===== config.mk =====
export PLATFORM = sky130hd
export DESIGN_NAME = multicycle_control
export DESIGN_NICKNAME = d
export VERILOG_FILES = /design/src/rtl/multicycle_control.sv
export SDC_FILE = /design/constraint.sdc
export NUM_CORES = 1
export LEC_CHECK = 0
export BUFFER_PORTS_ARGS = -buffer_cell sky130_fd_sc_hd__buf_4
export CORE_ASPECT_RATIO = 1.4
export CORE_MARGIN = 4
export CORE_UTILIZATION = 30
export DETAILED_ROUTE_END_ITERATION = 8
export GPL_ROUTABILITY_DRIVEN = 0
export HOLD_SLACK_MARGIN = 0.06
export PLACE_DENSITY = 0.61
export SLEW_MARGIN = 15
export SYNTH_ARGS = -nofsm -noshare
export SYNTH_HDL_FRONTEND = slang
export SYNTH_SLANG_ARGS = --single-unit

===== constraint.sdc =====
create_clock -name clk -period 1.85 [get_ports clk]
set_input_delay 0.37 -clock clk [delete_from_list [all_inputs] [get_ports clk]]
set_output_delay 0.37 -clock clk [all_outputs]
set_load 0.01 [all_outputs]

===== src/rtl/multicycle_control.sv =====
// Purpose: multi-cycle MIPS sequencer (fetch/decode/execute/mem/write-back) driving all datapath controls.
// Latency: 3-5 cycles per instruction with zero-wait memory; each mem_ready=0 request cycle adds one.
// Backpressure: mem_read/mem_write and iord are held until mem_ready=1; optional MC_PERF_CNT_EN adds inst/stall counters.
module multicycle_control #(
    parameter int RESET_STATE_IDLE = 1
) (
    input  logic       clk,
    input  logic       rst_n,
    input  logic [5:0] opcode,
    input  logic [5:0] funct,
    input  logic       zero,
    input  logic       mem_ready,
    output logic       mem_read,
    output logic       mem_write,
    output logic       iord,
    output logic       ir_write,
    output logic       pc_write,
    output logic       reg_write,
    output logic       alu_src_a,
    output logic [1:0] alu_src_b,
    output logic [1:0] alu_op,
    output logic [1:0] pc_source,
    output logic [1:0] reg_dst,
    output logic [1:0] mem_to_reg,
    output logic [1:0] load,
    output logic       extended,
    output logic       lui_control,
    output logic       illegal
`ifdef MC_PERF_CNT_EN
    ,
    output logic [31:0] inst_count,
    output logic [31:0] stall_count
`endif
);

    typedef enum logic [3:0] {
        S_IDLE   = 4'd0,
        S_FETCH  = 4'd1,
        S_DECODE = 4'd2,
        S_ADDR   = 4'd3,
        S_MEMRD  = 4'd4,
        S_LWB    = 4'd5,
        S_MEMWR  = 4'd6,
        S_IWB    = 4'd7,
        S_RTYPE  = 4'd8,
        S_RWB    = 4'd9,
        S_BEQ    = 4'd10,
        S_J      = 4'd11,
        S_JAL    = 4'd12,
        S_JR     = 4'd13
    } state_t;

    localparam state_t RST_STATE = (RESET_STATE_IDLE != 0) ? S_IDLE : S_FETCH;

    state_t state, state_nxt;

    // Opcode class decode; IR holds the opcode steady from decode to write-back.
    logic is_load, is_store, is_addi, is_lui, is_r, is_jr, is_beq, is_j, is_jal, is_known;
    logic [1:0] size_sel;
    logic       sign_sel;

    assign is_load  = (opcode == 6'b100000) || (opcode == 6'b100100) || (opcode == 6'b100001) ||
                      (opcode == 6'b100101) || (opcode == 6'b100011);
    assign is_store = (opcode == 6'b101000) || (opcode == 6'b101001) || (opcode == 6'b101011);
    assign is_addi  = (opcode == 6'b001000);
    assign is_lui   = (opcode == 6'b001111);
    assign is_r     = (opcode == 6'b000000);
    assign is_jr    = is_r && (funct == 6'b001000);
    assign is_beq   = (opcode == 6'b000100);
    assign is_j     = (opcode == 6'b000010);
    assign is_jal   = (opcode == 6'b000011);
    assign is_known = is_load | is_store | is_addi | is_lui | is_r | is_beq | is_j | is_jal;

    // Access size comes from opcode[1:0] (00 byte, 01 half, 11 word); bit 2 marks the unsigned loads.
    always_comb begin
        size_sel = 2'b00;
        unique case (opcode[1:0])
            2'b00:   size_sel = 2'b10;
            2'b01:   size_sel = 2'b01;
            default: size_sel = 2'b00;
        endcase
        sign_sel = (opcode[1:0] != 2'b11) && !opcode[2];
    end

    // State register; reset lands in idle or fetch depending on RESET_STATE_IDLE.
    always_ff @(posedge clk or negedge rst_n) begin
        if (!rst_n) begin
            state <= RST_STATE;
        end else begin
            state <= state_nxt;
        end
    end

    // Next-state and Moore output decode; outputs are forced low while reset is asserted
    // so a reset in the middle of an access drops the request and every write enable at once.
    always_comb begin
        state_nxt   = state;
        mem_read    = 1'b0;
        mem_write   = 1'b0;
        iord        = 1'b0;
        ir_write    = 1'b0;
        pc_write    = 1'b0;
        reg_write   = 1'b0;
        alu_src_a   = 1'b0;
        alu_src_b   = 2'b00;
        alu_op      = 2'b00;
        pc_source   = 2'b00;
        reg_dst     = 2'b00;
        mem_to_reg  = 2'b00;
        load        = 2'b00;
        extended    = 1'b0;
        lui_control = 1'b0;
        illegal     = 1'b0;
        if (rst_n) begin
            unique case (state)
                S_IDLE: begin
                    state_nxt = S_FETCH;
                end
                S_FETCH: begin
                    mem_read  = 1'b1;
                    alu_src_b = 2'b01;
                    if (mem_ready) begin
                        ir_write  = 1'b1;
                        pc_write  = 1'b1;
                        state_nxt = S_DECODE;
                    end
                end
                S_DECODE: begin
                    alu_src_b = 2'b11;
                    if (is_load || is_store || is_addi || is_lui) state_nxt = S_ADDR;
                    else if (is_jr)                               state_nxt = S_JR;
                    else if (is_r)                                state_nxt = S_RTYPE;
                    else if (is_beq)                              state_nxt = S_BEQ;
                    else if (is_j)                                state_nxt = S_J;
                    else if (is_jal)                              state_nxt = S_JAL;
                    else                                          state_nxt = S_FETCH;
                    illegal = !is_known;
                end
                S_ADDR: begin
                    alu_src_a = 1'b1;
                    alu_src_b = 2'b10;
                    if (is_load)       state_nxt = S_MEMRD;
                    else if (is_store) state_nxt = S_MEMWR;
                    else               state_nxt = S_IWB;
                end
                S_MEMRD: begin
                    mem_read = 1'b1;
                    iord     = 1'b1;
                    load     = size_sel;
                    extended = sign_sel;
                    if (mem_ready) state_nxt = S_LWB;
                end
                S_LWB: begin
                    reg_write  = 1'b1;
                    mem_to_reg = 2'b01;
                    load       = size_sel;
                    extended   = sign_sel;
                    state_nxt  = S_FETCH;
                end
                S_MEMWR: begin
                    mem_write = 1'b1;
                    iord      = 1'b1;
                    load      = size_sel;
                    if (mem_ready) state_nxt = S_FETCH;
                end
                S_IWB: begin
                    reg_write   = 1'b1;
                    lui_control = is_lui;
                    state_nxt   = S_FETCH;
                end
                S_RTYPE: begin
                    alu_src_a = 1'b1;
                    alu_op    = 2'b10;
                    state_nxt = S_RWB;
                end
                S_RWB: begin
                    reg_write = 1'b1;
                    reg_dst   = 2'b01;
                    state_nxt = S_FETCH;
                end
                S_BEQ: begin
                    alu_src_a = 1'b1;
                    alu_op    = 2'b01;
                    pc_source = 2'b01;
                    pc_write  = zero;
                    state_nxt = S_FETCH;
                end
                S_J: begin
                    pc_write  = 1'b1;
                    pc_source = 2'b10;
                    state_nxt = S_FETCH;
                end
                S_JAL: begin
                    pc_write   = 1'b1;
                    pc_source  = 2'b10;
                    reg_write  = 1'b1;
                    reg_dst    = 2'b10;
                    mem_to_reg = 2'b10;
                    state_nxt  = S_FETCH;
                end
                S_JR: begin
                    pc_write  = 1'b1;
                    pc_source = 2'b11;
                    state_nxt = S_FETCH;
                end
                default: begin
                    state_nxt = S_FETCH;
                end
            endcase
        end
    end

`ifdef MC_PERF_CNT_EN
    // Instruction count ticks on each fetch completion; stall count on each unanswered request cycle.
    always_ff @(posedge clk or negedge rst_n) begin
        if (!rst_n) begin
            inst_count  <= 32'd0;
            stall_count <= 32'd0;
        end else begin
            if (state == S_FETCH && mem_ready) inst_count <= inst_count + 32'd1;
            if ((mem_read || mem_write) && !mem_ready) stall_count <= stall_count + 32'd1;
        end
    end
`endif

endmodule


Yosys cells after proc, flatten, opt, wreduce, memory -nomap -nowiden --
Cells that the tools add are included.
Word-level totals: register bits after elaboration 4, logic and storage cells 110, output and inout port bits 22
Cells by class: mux-type cells 46, equal/unequal tests 32, bitwise gates (word level) 7, reduce and logical (&&, ||, !) cells 24
Operators with widths (count):
- == test 6 bit (second input constant) | 8
- 2-to-1 mux 4 bit | 9
- == test 4 bit (second input constant) | 6
- case mux 4 bit (6 select lines) | 1
- 2-to-1 mux 1 bit | 21
- == test 6 x 4 -> 1 bit (second input constant) | 3
- == test 4 x 3 -> 1 bit (second input constant) | 4
- 2-to-1 mux 2 bit | 8
- case mux 2 bit (2 select lines) | 4
- == test 6 x 2 -> 1 bit (second input constant) | 2
- case mux 2 bit (3 select lines) | 2
- logical OR 1 bit | 9
- OR reduction 3 bit | 3
- == test 4 x 2 -> 1 bit (second input constant) | 2
- inequality test 2 bit (second input constant) | 4
- OR reduction 2 bit | 4
- bitwise OR 1 bit | 7
- == test 6 x 3 -> 1 bit (second input constant) | 1
- logical NOT 6 bit | 1
- == test 4 x 1 -> 1 bit (second input constant) | 1
- AND reduction 4 bit | 1
- OR reduction 4 bit | 1
- case mux 1 bit (3 select lines) | 1
- == test 2 x 1 -> 1 bit (second input constant) | 1
- other kinds (3) | 5

Depth between registers and ports, before layout --
depth in word-level cells 15, depth in mapped cells 6

Worst setup path after synthesis --
OpenSTA, ideal clock, no wires.
path kind input-to-output, start in opcode[2], end out illegal, required time 1.480 ns, arrival 1.506 ns, path buffers 1, cell stages on the path 6, slack -0.026 ns, cells stage by stage clkbuf_1 -> and4b_2 -> o21ai_0 -> a21oi_1 -> or3_1 -> nor2_1
On the way: word-level cells in the longest chain between the ends 15, elaborated cells on any way between the ends 30, those cells by class eq/ne (13); mux (2); bitwise (7); reduce/logical (8)
Ends and longest elaborated chain:
- start, declared | line 9 | input logic [5:0] opcode,
- == test 6 bit | line 62 | assign is_load = (opcode == 6'b100000) || (opcode == 6'b100100) || (opcode == 6'b100001) ||
- logical OR 1 bit (3 in a row) | line 62
- logical OR 1 bit | line 63 | (opcode == 6'b100101) || (opcode == 6'b100011);
- bitwise OR 1 bit (6 in a row) | line 72 | assign is_known = is_load | is_store | is_addi | is_lui | is_r | is_beq | is_j | is_jal;
- bitwise OR 1 bit (*) | line 72
- logical NOT 1 bit (*) | line 137 | illegal = !is_known;
- 2-to-1 mux 1 bit (*) | line 115 | unique case (state)
- 2-to-1 mux 1 bit (*) | line 114 | if (rst_n) begin
- end, declared | line 28 | output logic illegal
Every way passes the cells marked *; elsewhere a longest branch is shown, timed or not.

Final worst setup path --
start reg state[2], end out illegal
On the way: word-level cells in the longest chain between the ends 3
Ends and longest elaborated chain:
- start, declared | line 55 | state_t state, state_nxt;
- start signal, assigned | line 90 | state <= state_nxt;
- == test 4 x 2 -> 1 bit | line 115
- 2-to-1 mux 1 bit | line 115
- 2-to-1 mux 1 bit | line 114
Every way passes these cells.

==> impl_metrics.json <==
{
  "status": "finished with violations",
  "violations": "negative setup slack",
  "skew_ns": 0.00547,
  "slew_viol_final": 0,
  "r2r_start": "state[0]",
  "place_ws_ns": -0.0682,
  "cp_top_family": "simple AND/OR/NAND/NOR gates",
  "cellPowerDensity_nw_per_um2": 951,
  "drc": 0,
  "wl_per_cell_um": 14.6,
  "rows": 20,
  "syn_nets": 126,
  "syn_to_final_growth_pct": 93.7,
  "crit_chain": "nor2b_2, nand2b_1, or3_4, nor2_2, buf_4",
  "syn_avg_cell_area_um2": 6.48,
  "rsz0062_at_grt": "yes",
  "cts.clk_slew.worst_paths_ns": 0.04,
  "die_h_um": 65.7,
  "gr-total-overflow": 0,
  "clk_latency_ns": 0.24,
  "setup_tns_ns": -0.176,
  "cts_sinks": 4,
  "path_class": "flip-flop to output port",
  "rr_worst_depth": 5,
  "synthArstFlopShare": 1.00,
  "seqCellArea_um2": 103,
  "ys_seq_area_frac": 0.140,
  "setup-violations-final": 3,
  "hp-class": "input port to flip-flop",
  "vias": 1044,
  "die_w_um": 49.2,
  "worst-path-buf-inv": 1,
  "fmax_mhz": 519,
  "worstSetupStartpoint": "state[2]",
  "fillCellCount": 201,
  "wirelength_mm": 2.79,
  "reg2reg_slack_ns": 0.05,
  "grt_pass1_vias": 1071,
  "tritoncts": "done",
  "fin_crit_sh": 1.04,
  "diodes": 0,
  "setup_slack_ns": -0.0769,
  "relSlewSlack": 0.704,
  "synth-edff-count": 0,
  "cp-start-kind": "flip-flop",
  "avgViaCountPerCell": 5.47,
  "core_um2": 2230,
  "ys_ff_latch": 4,
  "drive_gt1_frac": 0.550,
  "grt_pass1_wl_mm": 4.42,
  "first_iter_violations": 12,
  "layout.cells.most_common": "buf_4",
  "firstDrtPassIters": 4,
  "cp_slowest_cell": "or3_4",
  "critPathMaxFanout": 3,
  "hold_end": "state[1]",
  "cts_max_level": 1,
  "start_util": 0.320,
  "regMostFlops": "state",
  "cts_buffers": 3,
  "clockRootBuffer": "clkbuf_4",
  "final_cell_mix": "buf_4 (56), nor2_1 (19), nand2_1 (9)",
  "p_total_mw": 1.31,
  "cts_buffer_depth": 2,
  "numPortBuffers": 37,
  "max_slew.worst_pin.slew_ns": 0.438,
  "yosys_warnings": 0,
  "grt_max_degree": 12,
  "end_kind": "output port",
  "dpl.cell_count": 180,
  "arrival_ns": 1.56,
  "leakage_nw": 0.626,
  "critical-path-max-stage-delay_ns": 0.43,
  "peakVddDrop_uv": 705,
  "synthesis.area_um2": 713,
  "finalHoldViolCount": 0,
  "antenna_found_initial": 0,
  "synth_top_flop_cell": "dfrtp_1",
  "multi_input_area_um2": 693,
  "grt_usage": 0.172,
  "r2r-end": "state[1]",
  "layout.nets": 187,
  "maxCapViolCount": 0,
  "synthCells": 110,
  "dp_hpwl_mm": 2.06,
  "cp.required_ns": 1.48,
  "ys_types": 37,
  "min_period_ns": 1.93,
  "hold_depth": 3,
  "io_pins": 38,
  "final_cells": 191,
  "largestRegisters": "state (4)",
  "die-area_um2": 3230,
  "drtAntennaViolNets": 0,
  "hold_start": "mem_ready",
  "largest_reg_flops": 4
}
-- synth_stat cells, types with 2 or more instances --
library cell / count / area (um2)
or3_1: 2 / 12.5
a21oi_1: 8 / 40.0
o2111ai_1: 2 / 17.5
nor2_1: 21 / 78.8
o21ai_0: 3 / 15.0
clkbuf_1: 5 / 18.8
nand2b_1: 5 / 31.3
nor2b_1: 6 / 37.5
nor3_1: 5 / 25.0
nor4b_1: 5 / 43.8
dfrtp_1: 4 / 100
inv_1: 4 / 15.0
nand3b_1: 3 / 22.5
xnor2_1: 2 / 17.5
nand2_1: 10 / 37.5
buf_2: 4 / 20.0
-- worst min-delay path, stage by stage --
cell and delay (ns):
buf_4 0.12, o2111ai_2 0.07, a32oi_1 0.05
-- logic make-up (layout without fill, tap and decap cells) --
kind of cell	Yosys count	count (layout)	share of synthesized area
simple gates	66	66	0.516
compound gates	25	25	0.244
xor+xnor	2	2	0.0246
flops	4	4	0.140
buf+inv	13	72	0.0754
-- timing repair --
item,in CTS,in global routing
pin swaps,3,7
setup endpoints to repair,7,11
setup buffers,3,4
gates resized for setup,11,22
hold buffers,1,0
endpoints found under the hold margin,4,0
-- through the flow --
stage	cell area, um2	hold WS, ns	util
3_5_place_dp	1130	0.293	0.508
5_1_grt	1380	0.436	0.620
6_report	1380	0.409	0.620
3_3_place_gp	1130	0.291	0.508
2_1_floorplan	716	0.0744	-
4_1_cts	1240	0.422	0.556
-- area by class of cell --
type,count,share of cell area
well taps,22,0.0199
clock buffers,3,0.0163
multi-input cells,93,0.502
repair buffers,65,0.377
flip-flops and latches,4,0.0743
inverters,4,0.0109
-- power by group --
part,switching (mW),internal (mW)
clock network,0.0394,0.0728
logic,0.506,0.534
registers,0.0421,0.119
-- routing by layer --
metal,vias to the layer above,wire length [um],GRT usage
li1,518,-,-
met1,484,1040,0.173
met2,37,1530,0.322
met3,5,165,0.0272
met4,0,55,0.110
met5,-,0,0
-- worst max path at each step --
| stage | to | slack (ns) | cells after the start |
|---|---|---|---|
| 2_1_floorplan | illegal | 0.0008 | 6 |
| 3_3_place_gp | illegal | -0.04 | 7 |
| 3_5_place_dp | illegal | -0.07 | 7 |
| 4_1_cts | lui_control | -0.09 | 4 |
| 5_1_grt | illegal | -0.16 | 5 |
| 6_report | illegal | -0.08 | 5 |
(Power assumes the default switching activity.)
